===== src/rtl/fxp_arith_seq_unit.sv =====
// Sequential unsigned fixed-point unit: ADD/SUB in one cycle, MUL via one shared
// half-width multiplier over four partial products, SQRT by restoring digit recurrence.
//
// state     | meaning
// S_IDLE    | waiting for start; done pulse (if any) is visible here
// S_MUL_PP  | one half-width partial product per cycle, A0B0, A1B0, A0B1, A1B1
// S_MUL_SUM | select/saturate the product window into the staging result
// S_SQRT_IT | one root bit per cycle, MSB first
// S_FINISH  | publish staged result/overflow, raise done, drop busy
module fxp_arith_seq_unit #(
  parameter int WIDTH    = 32,
  parameter int FBITS    = 10,
  parameter int SATURATE = 0
) (
  input  logic             clk,
  input  logic             reset,
  input  logic             start,
  input  logic [1:0]       operation,
  input  logic [WIDTH-1:0] operand_1,
  input  logic [WIDTH-1:0] operand_2,
  output logic [WIDTH-1:0] result,
  output logic             overflow,
  output logic             busy,
  output logic             done
);

  localparam int HW  = WIDTH / 2;
  localparam int W2  = 2 * WIDTH;
  localparam int NR  = WIDTH + FBITS;
  localparam int NSQ = NR / 2;
  localparam int RW  = NSQ + 2;
  localparam int CW  = $clog2(NSQ) + 1;

  localparam logic [1:0] OP_ADD  = 2'b00;
  localparam logic [1:0] OP_SUB  = 2'b01;
  localparam logic [1:0] OP_MUL  = 2'b10;

  typedef enum logic [2:0] {
    S_IDLE,
    S_MUL_PP,
    S_MUL_SUM,
    S_SQRT_IT,
    S_FINISH
  } state_t;

  state_t           r_state;
  logic [CW-1:0]    r_cnt;
  logic [WIDTH-1:0] r_op_a;
  logic [WIDTH-1:0] r_op_b;
  logic [W2-1:0]    r_acc;
  logic [NR-1:0]    r_rad;
  logic [RW-1:0]    r_rem;
  logic [NSQ-1:0]   r_root;
  logic [WIDTH-1:0] r_stage_res;
  logic             r_stage_ovf;

  logic [WIDTH:0]   w_sum;
  logic [WIDTH:0]   w_diff;
  logic [HW-1:0]    w_a_half;
  logic [HW-1:0]    w_b_half;
  logic [WIDTH-1:0] w_pp;
  logic [W2-1:0]    w_pp_shifted;
  logic             w_mul_ovf;
  logic [WIDTH-1:0] w_mul_res;
  logic [RW+1:0]    w_sq_lhs;
  logic [RW+1:0]    w_sq_rhs;
  logic             w_sq_ge;
  logic [NSQ-1:0]   w_root_nxt;
  logic             w_sat;

  assign w_sat  = (SATURATE != 0);
  assign w_sum  = {1'b0, operand_1} + {1'b0, operand_2};
  assign w_diff = {1'b0, operand_1} - {1'b0, operand_2};

  // r_cnt runs 3..0 through the partial products, so its low bits pick the halves
  assign w_a_half = r_cnt[0] ? r_op_a[HW-1:0] : r_op_a[WIDTH-1:HW];
  assign w_b_half = r_cnt[1] ? r_op_b[HW-1:0] : r_op_b[WIDTH-1:HW];
  assign w_pp     = WIDTH'(w_a_half) * WIDTH'(w_b_half);

  always_comb begin
    w_pp_shifted = W2'(w_pp);
    case (r_cnt[1:0])
      2'd2, 2'd1: w_pp_shifted = W2'(w_pp) << HW;
      2'd0:       w_pp_shifted = W2'(w_pp) << WIDTH;
      default:    ;
    endcase
  end

  assign w_mul_ovf = |(r_acc >> NR);
  assign w_mul_res = WIDTH'(r_acc >> FBITS);

  assign w_sq_lhs   = {r_rem, r_rad[NR-1 -: 2]};
  assign w_sq_rhs   = {2'b00, r_root, 2'b01};
  assign w_sq_ge    = (w_sq_lhs >= w_sq_rhs);
  assign w_root_nxt = {r_root[NSQ-2:0], w_sq_ge};

  always_ff @(posedge clk or posedge reset) begin
    if (reset) begin
      r_state     <= S_IDLE;
      r_cnt       <= '0;
      r_op_a      <= '0;
      r_op_b      <= '0;
      r_acc       <= '0;
      r_rad       <= '0;
      r_rem       <= '0;
      r_root      <= '0;
      r_stage_res <= '0;
      r_stage_ovf <= 1'b0;
      result      <= '0;
      overflow    <= 1'b0;
      busy        <= 1'b0;
      done        <= 1'b0;
    end else begin
      done <= 1'b0;
      case (r_state)
        S_IDLE: begin
          if (start) begin
            busy <= 1'b1;
            case (operation)
              OP_ADD: begin
                r_stage_ovf <= w_sum[WIDTH];
                r_stage_res <= (w_sat && w_sum[WIDTH]) ? '1 : w_sum[WIDTH-1:0];
                r_state     <= S_FINISH;
              end
              OP_SUB: begin
                r_stage_ovf <= w_diff[WIDTH];
                r_stage_res <= (w_sat && w_diff[WIDTH]) ? '0 : w_diff[WIDTH-1:0];
                r_state     <= S_FINISH;
              end
              OP_MUL: begin
                r_op_a  <= operand_1;
                r_op_b  <= operand_2;
                r_acc   <= '0;
                r_cnt   <= CW'(3);
                r_state <= S_MUL_PP;
              end
              default: begin
                r_rad   <= NR'(operand_1) << FBITS;
                r_rem   <= '0;
                r_root  <= '0;
                r_cnt   <= CW'(NSQ - 1);
                r_state <= S_SQRT_IT;
              end
            endcase
          end
        end
        S_MUL_PP: begin
          r_acc <= r_acc + w_pp_shifted;
          if (r_cnt == '0) r_state <= S_MUL_SUM;
          else             r_cnt   <= r_cnt - CW'(1);
        end
        S_MUL_SUM: begin
          r_stage_ovf <= w_mul_ovf;
          r_stage_res <= (w_sat && w_mul_ovf) ? '1 : w_mul_res;
          r_state     <= S_FINISH;
        end
        S_SQRT_IT: begin
          r_rem  <= w_sq_ge ? RW'(w_sq_lhs - w_sq_rhs) : w_sq_lhs[RW-1:0];
          r_root <= w_root_nxt;
          r_rad  <= r_rad << 2;
          if (r_cnt == '0) begin
            r_stage_res <= WIDTH'(w_root_nxt);
            r_stage_ovf <= 1'b0;
            r_state     <= S_FINISH;
          end else begin
            r_cnt <= r_cnt - CW'(1);
          end
        end
        S_FINISH: begin
          result   <= r_stage_res;
          overflow <= r_stage_ovf;
          busy     <= 1'b0;
          done     <= 1'b1;
          r_state  <= S_IDLE;
        end
        default: r_state <= S_IDLE;
      endcase
    end
  end

endmodule


===== config.mk =====
export PLATFORM = sky130hd
export DESIGN_NAME = fxp_arith_seq_unit
export DESIGN_NICKNAME = d
export VERILOG_FILES = /design/src/rtl/fxp_arith_seq_unit.sv
export SDC_FILE = /design/constraint.sdc
export NUM_CORES = 2
export LEC_CHECK = 0
export ABC_CLOCK_PERIOD_IN_PS = 15900
export BUFFER_PORTS_ARGS = -buffer_cell sky130_fd_sc_hd__buf_2
export CORE_UTILIZATION = 54
export DETAILED_ROUTE_END_ITERATION = 6
export MAX_ROUTING_LAYER = met4
export PLACE_DENSITY = 0.77
export SLEW_MARGIN = 20
export SYNTH_ARGS = -nofsm -noshare
export SYNTH_HDL_FRONTEND = slang
export SYNTH_SLANG_ARGS = --single-unit

===== constraint.sdc =====
create_clock -name clk -period 15.9 [get_ports clk]
set_clock_uncertainty 0.2 [all_clocks]
set_input_delay 4.77 -clock clk [delete_from_list [all_inputs] [get_ports clk]]
set_output_delay 4.77 -clock clk [all_outputs]
set_load 0.01 [all_outputs]

### Word-level counts from Yosys, hierarchy flattened

Index checks and enable logic that the tools add are counted.

| word-level totals | value |
|---|---|
| register bits after elaboration | 291 |
| input port bits | 69 |
| output and inout port bits | 35 |
| word-level logic and storage cells | 94 |

| cells by class | value |
|---|---|
| $add $sub $neg | 5 |
| multipliers | 1 |
| $lt $le $gt $ge | 1 |
| equality and inequality tests | 16 |
| mux-type cells | 36 |
| reductions and logical operators | 21 |

Operators with widths:

| operator | count |
|---|---|
| case mux 64 bit (2 select lines) | 2 |
| two-way mux 64 bit | 2 |
| case mux 32 bit (3 select lines) | 1 |
| two-way mux 42 bit | 2 |
| case mux 42 bit (2 select lines) | 1 |
| two-way mux 23 bit | 3 |
| adder 64 bit | 1 |
| two-way mux 32 bit | 2 |
| case mux 32 bit (2 select lines) | 1 |
| case mux 23 bit (2 select lines) | 1 |
| two-way mux 21 bit | 2 |
| case mux 21 bit (2 select lines) | 1 |
| adder 32 x 32 -> 33 bit | 1 |
| subtractor 32 x 32 -> 33 bit | 1 |
| multiplier 16 x 16 -> 32 bit | 1 |
| two-way mux 16 bit | 2 |
| greater-or-equal comparator 25 x 23 -> 1 bit | 1 |
| case mux 6 bit (2 select lines) | 2 |
| subtractor 23 bit | 1 |
| OR reduction 22 bit | 1 |
| two-way mux 6 bit | 2 |
| inequality test 2 bit, second input constant | 6 |
| case mux 3 bit (4 select lines) | 1 |
| AND reduction 3 bit | 4 |
| other kinds (22) | 38 |

### Depth between registers and ports, before layout

| logic depth | value |
|---|---|
| depth after elaboration | 5 |
| depth in mapped cells | 41 |
| gate-level depth less buffers | 37 |

### Worst setup path after synthesis

No wires, ideal clock.

| timing path | value |
|---|---|
| path type | flip-flop to flip-flop |
| start point | reg r_cnt[0] |
| end point | reg r_acc[56] |
| library setup time | 0.132 ns |
| arrival time | 9.524 ns |
| data required time | 15.568 ns |
| path slack | 6.045 ns |
| cell stages (with the launch flop) | 38 |
| path buffers | 4 |
| period minus slack after synthesis | 9.855 ns |
| path through | dfrtp_1 clkbuf_1 clkbuf_1 buf_1 mux2i_1 nor2_1 fa_1 inv_1 fa_1 fa_1 inv_1 fa_1 fa_1 inv_1 fa_1 inv_1 ha_1 a211o_1 [... 2 more ...] o21bai_1 a221o_1 a21oi_1 xnor2_1 a22o_1 ha_1 buf_2 a21oi_1 o21ai_0 a21oi_1 o21ai_0 a221oi_2 o31ai_4 a31oi_4 o21ai_2 a31oi_2 nor4_1 or3b_1 |

| between the ends | value |
|---|---|
| word-level cells in the longest chain between the ends | 5 |
| elaborated cells between the ends (all ways) | 9 |
| classes of those cells | add/sub: 1; mul: 1; eq/ne: 2; mux: 3; reduce/logical: 2 |

Ends and longest elaborated chain:

| what | RTL line | RTL |
|---|---|---|
| from (decl) | 47 | `logic [CW-1:0] r_cnt;` |
| from (signal assigned) | 141 | `r_cnt <= CW'(NSQ - 1);` |
| from (signal assigned) | 150 | `else r_cnt <= r_cnt - CW'(1);` |
| from (signal assigned) | 166 | `r_cnt <= r_cnt - CW'(1);` |
| two-way mux 16 bit, or another cell as far along | 76 | `assign w_a_half = r_cnt[0] ? r_op_a[HW-1:0] : r_op_a[WIDTH-1:HW];` |
| multiplier 16 x 16 -> 32 bit or OR reduction 2 bit (tied branches) | 78, 82 |  |
| case mux 64 bit (2 select lines) * | 82 | `case (r_cnt[1:0])` |
| adder 64 bit * | 148 | `r_acc <= r_acc + w_pp_shifted;` |
| case mux 64 bit (2 select lines) * | 115 | `case (r_state)` |
| to (signal assigned) | 148 |  |
| to (decl) | 50 | `logic [W2-1:0] r_acc;` |

Mark *: on every way between the ends. The rest lies on a longest branch, timed or not.
A chain may end at the register's enable or synchronous reset.

### Worst setup path in the final report

| timing path | value |
|---|---|
| start point | reg r_cnt[0] |
| end point | reg r_acc[62] |

The elaborated chain is that of the path after synthesis.

==> results.sh <==
export IMPL_clk_latency_ns=0.59
export IMPL_ant_nets=0
export IMPL_routed_via_density=6.096
export IMPL_ys_types=98
export IMPL_crit_path_frequent_cell="fa_1"
export IMPL_grt_usage_pct=34.10
export IMPL_wl_per_cell_um=21.65
export IMPL_area_growth_syn_to_layout_pct=7.308
export IMPL_synth_fp_nets=3823
export IMPL_cts_sinks=281
export IMPL_cp_slowest_cell="mux2i_1"
export IMPL_wirelength_mm=87.29
export IMPL_hold_class="reg2reg"
export IMPL_synth_cells=3301
export IMPL_slew_headroom_pct=26.71
export IMPL_numCtsBuffers=31
export IMPL_crit_path_start="r_cnt[0]$_DFFE_PP0P_"
export IMPL_vias=24570
export IMPL_r2r_end="r_acc[62]$_DFFE_PP0P_"
export IMPL_synth_adder_area_share_pct=25.22
export IMPL_clockBufferDepth=3
export IMPL_std_cell_rows=83
export IMPL_arrival_ns=10.76
export IMPL_min_from="r_stage_res[17]$_DFFE_PP0P_"
export IMPL_gr_total_overflow=0
export IMPL_yosys_area_top_type_share_pct=24.82
export IMPL_grt_pass1_vias=23720
export IMPL_worstSetupPathType="reg2reg"
export IMPL_fin_setup_tns_ns=0
export IMPL_grt_pass1_wl_mm=137.1
export IMPL_status="finished clean"
export IMPL_r2r_cells=34
export IMPL_cp_required_ns=16.15
export IMPL_first_iter_violations=2417
export IMPL_tritoncts="built"
export IMPL_worstPathMaxFanout=32
export IMPL_rsz0062_at_grt="false"
export IMPL_cts_setup_buffers=0
export IMPL_cts_hold_buf=0
export IMPL_multi_input_area_um2=19420
export IMPL_seqCellArea_um2=7032
export IMPL_gp_congestion=1.017
export IMPL_synthFlopType="dfrtp_1"
export IMPL_nNetsFinal=3843
export IMPL_endpoint_kind="flop"
export IMPL_synth_top_area_cell="dfrtp_1"
export IMPL_hpwl_mm=68.42
export IMPL_tightest_slew_ns=1.099
export IMPL_drcViolationCount=0
export IMPL_setup_viol=0
export IMPL_core_area_um2=51610
export IMPL_finalCriticalPeriod_ns=10.51
export IMPL_worstSetupStartpointType="flop"
export IMPL_antenna_found_initial=7
export IMPL_io_pins=104
export IMPL_r2r_start="r_cnt[0]$_DFFE_PP0P_"
export IMPL_hold_viol_final=0
export IMPL_start_util_pct=54.90
export IMPL_syn_area_per_cell_um2=8.584
export IMPL_synth_simple_area_share_pct=15.18
export IMPL_synth_xor_area_share_pct=4.018
export IMPL_ys_ff_latch=281
export IMPL_synth_top_family_by_area="adder cells"
export IMPL_clk_pin_slew_ns=0.06
export IMPL_synth_edf_count=0
export IMPL_die_area_um2=53390
export IMPL_cts_resized=0
export IMPL_post_route_period_util_pct=66.12
export IMPL_fill_cells=4598
export IMPL_synth_compound_area_share_pct=18.88
export IMPL_r2r_slack_ns=5.39
export IMPL_grt_max_degree=99
export IMPL_root_buffer="clkbuf_16"
export IMPL_synthMuxAreaShare_pct=5.078
export IMPL_drive_above_1_share_pct=10.28
export IMPL_ys_seq_area_share_pct=24.82
export IMPL_htree_levels=1
export IMPL_syn_area_um2=28340
export IMPL_fp_dieH_um=231.1
export IMPL_yosysWarnings=0
export IMPL_fp_dieW_um=231.1
export IMPL_synthTopCellsByArea="dfrtp_1, fa_1, ha_1"
export IMPL_maxCapViolations=0
export IMPL_holdPathEnd="r_stage_res[17]$_DFFE_PP0P_"
export IMPL_synthArstFlopShare_pct=100.0
export IMPL_firstDrtPassIters=6
export IMPL_drv_slew=0
export IMPL_fmax_mhz=95.11
export IMPL_hold_depth=2
export IMPL_max_stage_delay_ns=0.84
export IMPL_port_buffers=103
registers in the layout (all words and copies together), names as in the netlist, 6 cells and up:
register and count:
r_acc 64, r_op_a 32, r_op_b 32, r_rad 32, r_stage_res 32, result 32, r_rem 23, r_root 21
r_cnt 6
routing by layer:
layer	vias up	wire [um]	track usage [%]
li1	11320	-	-
met2	1051	38760	50.69
met1	12040	37060	46.20
met5	-	0	-
met3	154	8200	7.210
met4	0	3264	11.53
cells in the final DEF (no fill, tap or decap), drive strengths merged, types with 34 or more instances in the layout:
| master | count |
|---|---|
| mux2i | 38 |
| o21ai | 247 |
| inv | 368 |
| a21o | 79 |
| nor3 | 34 |
| a21oi | 191 |
| a31oi | 52 |
| nand2 | 425 |
| nor2 | 281 |
| mux2 | 94 |
| o21bai | 38 |
| ha | 256 |
| dfrtp | 281 |
| fa | 197 |
| nand3 | 65 |
| o22ai | 39 |
| xnor2 | 70 |
| clkbuf | 36 |
| xor2 | 60 |
| buf | 133 |
cell families (layout without fill, tap and decap cells):
kind of cell,Yosys count,in the layout
AND/OR/NAND/NOR,975,975
AO/OA/AOI/OAI,823,823
buffers and inverters,507,551
adder cells (fa/ha/maj),453,453
flip-flops,281,281
multiplexers,132,132
XOR/XNOR,130,130
other,0,6
worst max-delay path, delay by kind of cell (launching register included):
family / cells / cell delay [ns]
muxes: 1 / 0.84
adders and majority gates: 8 / 3.79
xor gates and xnor gates: 2 / 0.44
and+or+nand+nor: 2 / 0.41
buffers and inverters: 5 / 0.69
AOI/OAI and AO/OA: 16 / 3.54
DFF: 1 / 0.43
per-stage QoR:
stage | utilization, % | setup WS, ns | instances | hold slack [ns] | area [um2]
after global routing | 58.91 | 4.830 | 4031 | 0.3014 | 30410
after CTS | 58.85 | 5.303 | 4025 | 0.2832 | 30370
after floorplan | - | 3.179 | 3301 | 0.2444 | 28340
after detailed placement | 56.95 | 5.358 | 3968 | 0.2697 | 29390
after global placement | 56.95 | 5.567 | 3968 | 0.2614 | 29390
final | 58.91 | 5.386 | 4031 | 0.2747 | 30410
worst max-delay path by stage:
stage | to | depth (start not counted) | slack, ns
after floorplan | busy$_DFFE_PP0P_ | 1 | 3.18
after global placement | r_acc[62]$_DFFE_PP0P_ | 36 | 5.57
after detailed placement | r_acc[63]$_DFFE_PP0P_ | 35 | 5.36
after CTS | r_acc[63]$_DFFE_PP0P_ | 35 | 5.30
after global routing | r_acc[56]$_DFFE_PP0P_ | 34 | 4.83
final | r_acc[62]$_DFFE_PP0P_ | 34 | 5.39
synthesized netlist by cell type, types with 23 or more instances:
cell type  instances
nor3_1            34
a21oi_1          188
o22ai_1           38
xor2_1            60
nand3_1           64
mux2i_1           38
inv_1            359
o21ai_0          235
mux2_2            94
fa_1             197
clkbuf_1         131
nor2b_1           23
ha_1             256
dfrtp_1          281
o21bai_1          38
a21o_1            79
nor2_1           278
nand2_1          425
a31oi_1           49
xnor2_1           70
and2_1            31
layout make-up:
cell class / instances / share of cell area, %
Multi-Input combinational cell: 2513 / 63.88
Sequential cell: 281 / 23.13
Inverter: 361 / 4.481
Tap cell: 680 / 2.798
Clock buffer: 36 / 2.646
Timing Repair Buffer: 133 / 2.436
Clock inverter: 21 / 0.5802
Antenna cell: 6 / 0.04938
Power is not shown: default switching activity piles up to over one toggle a cycle in this logic, so the estimate is an artifact.
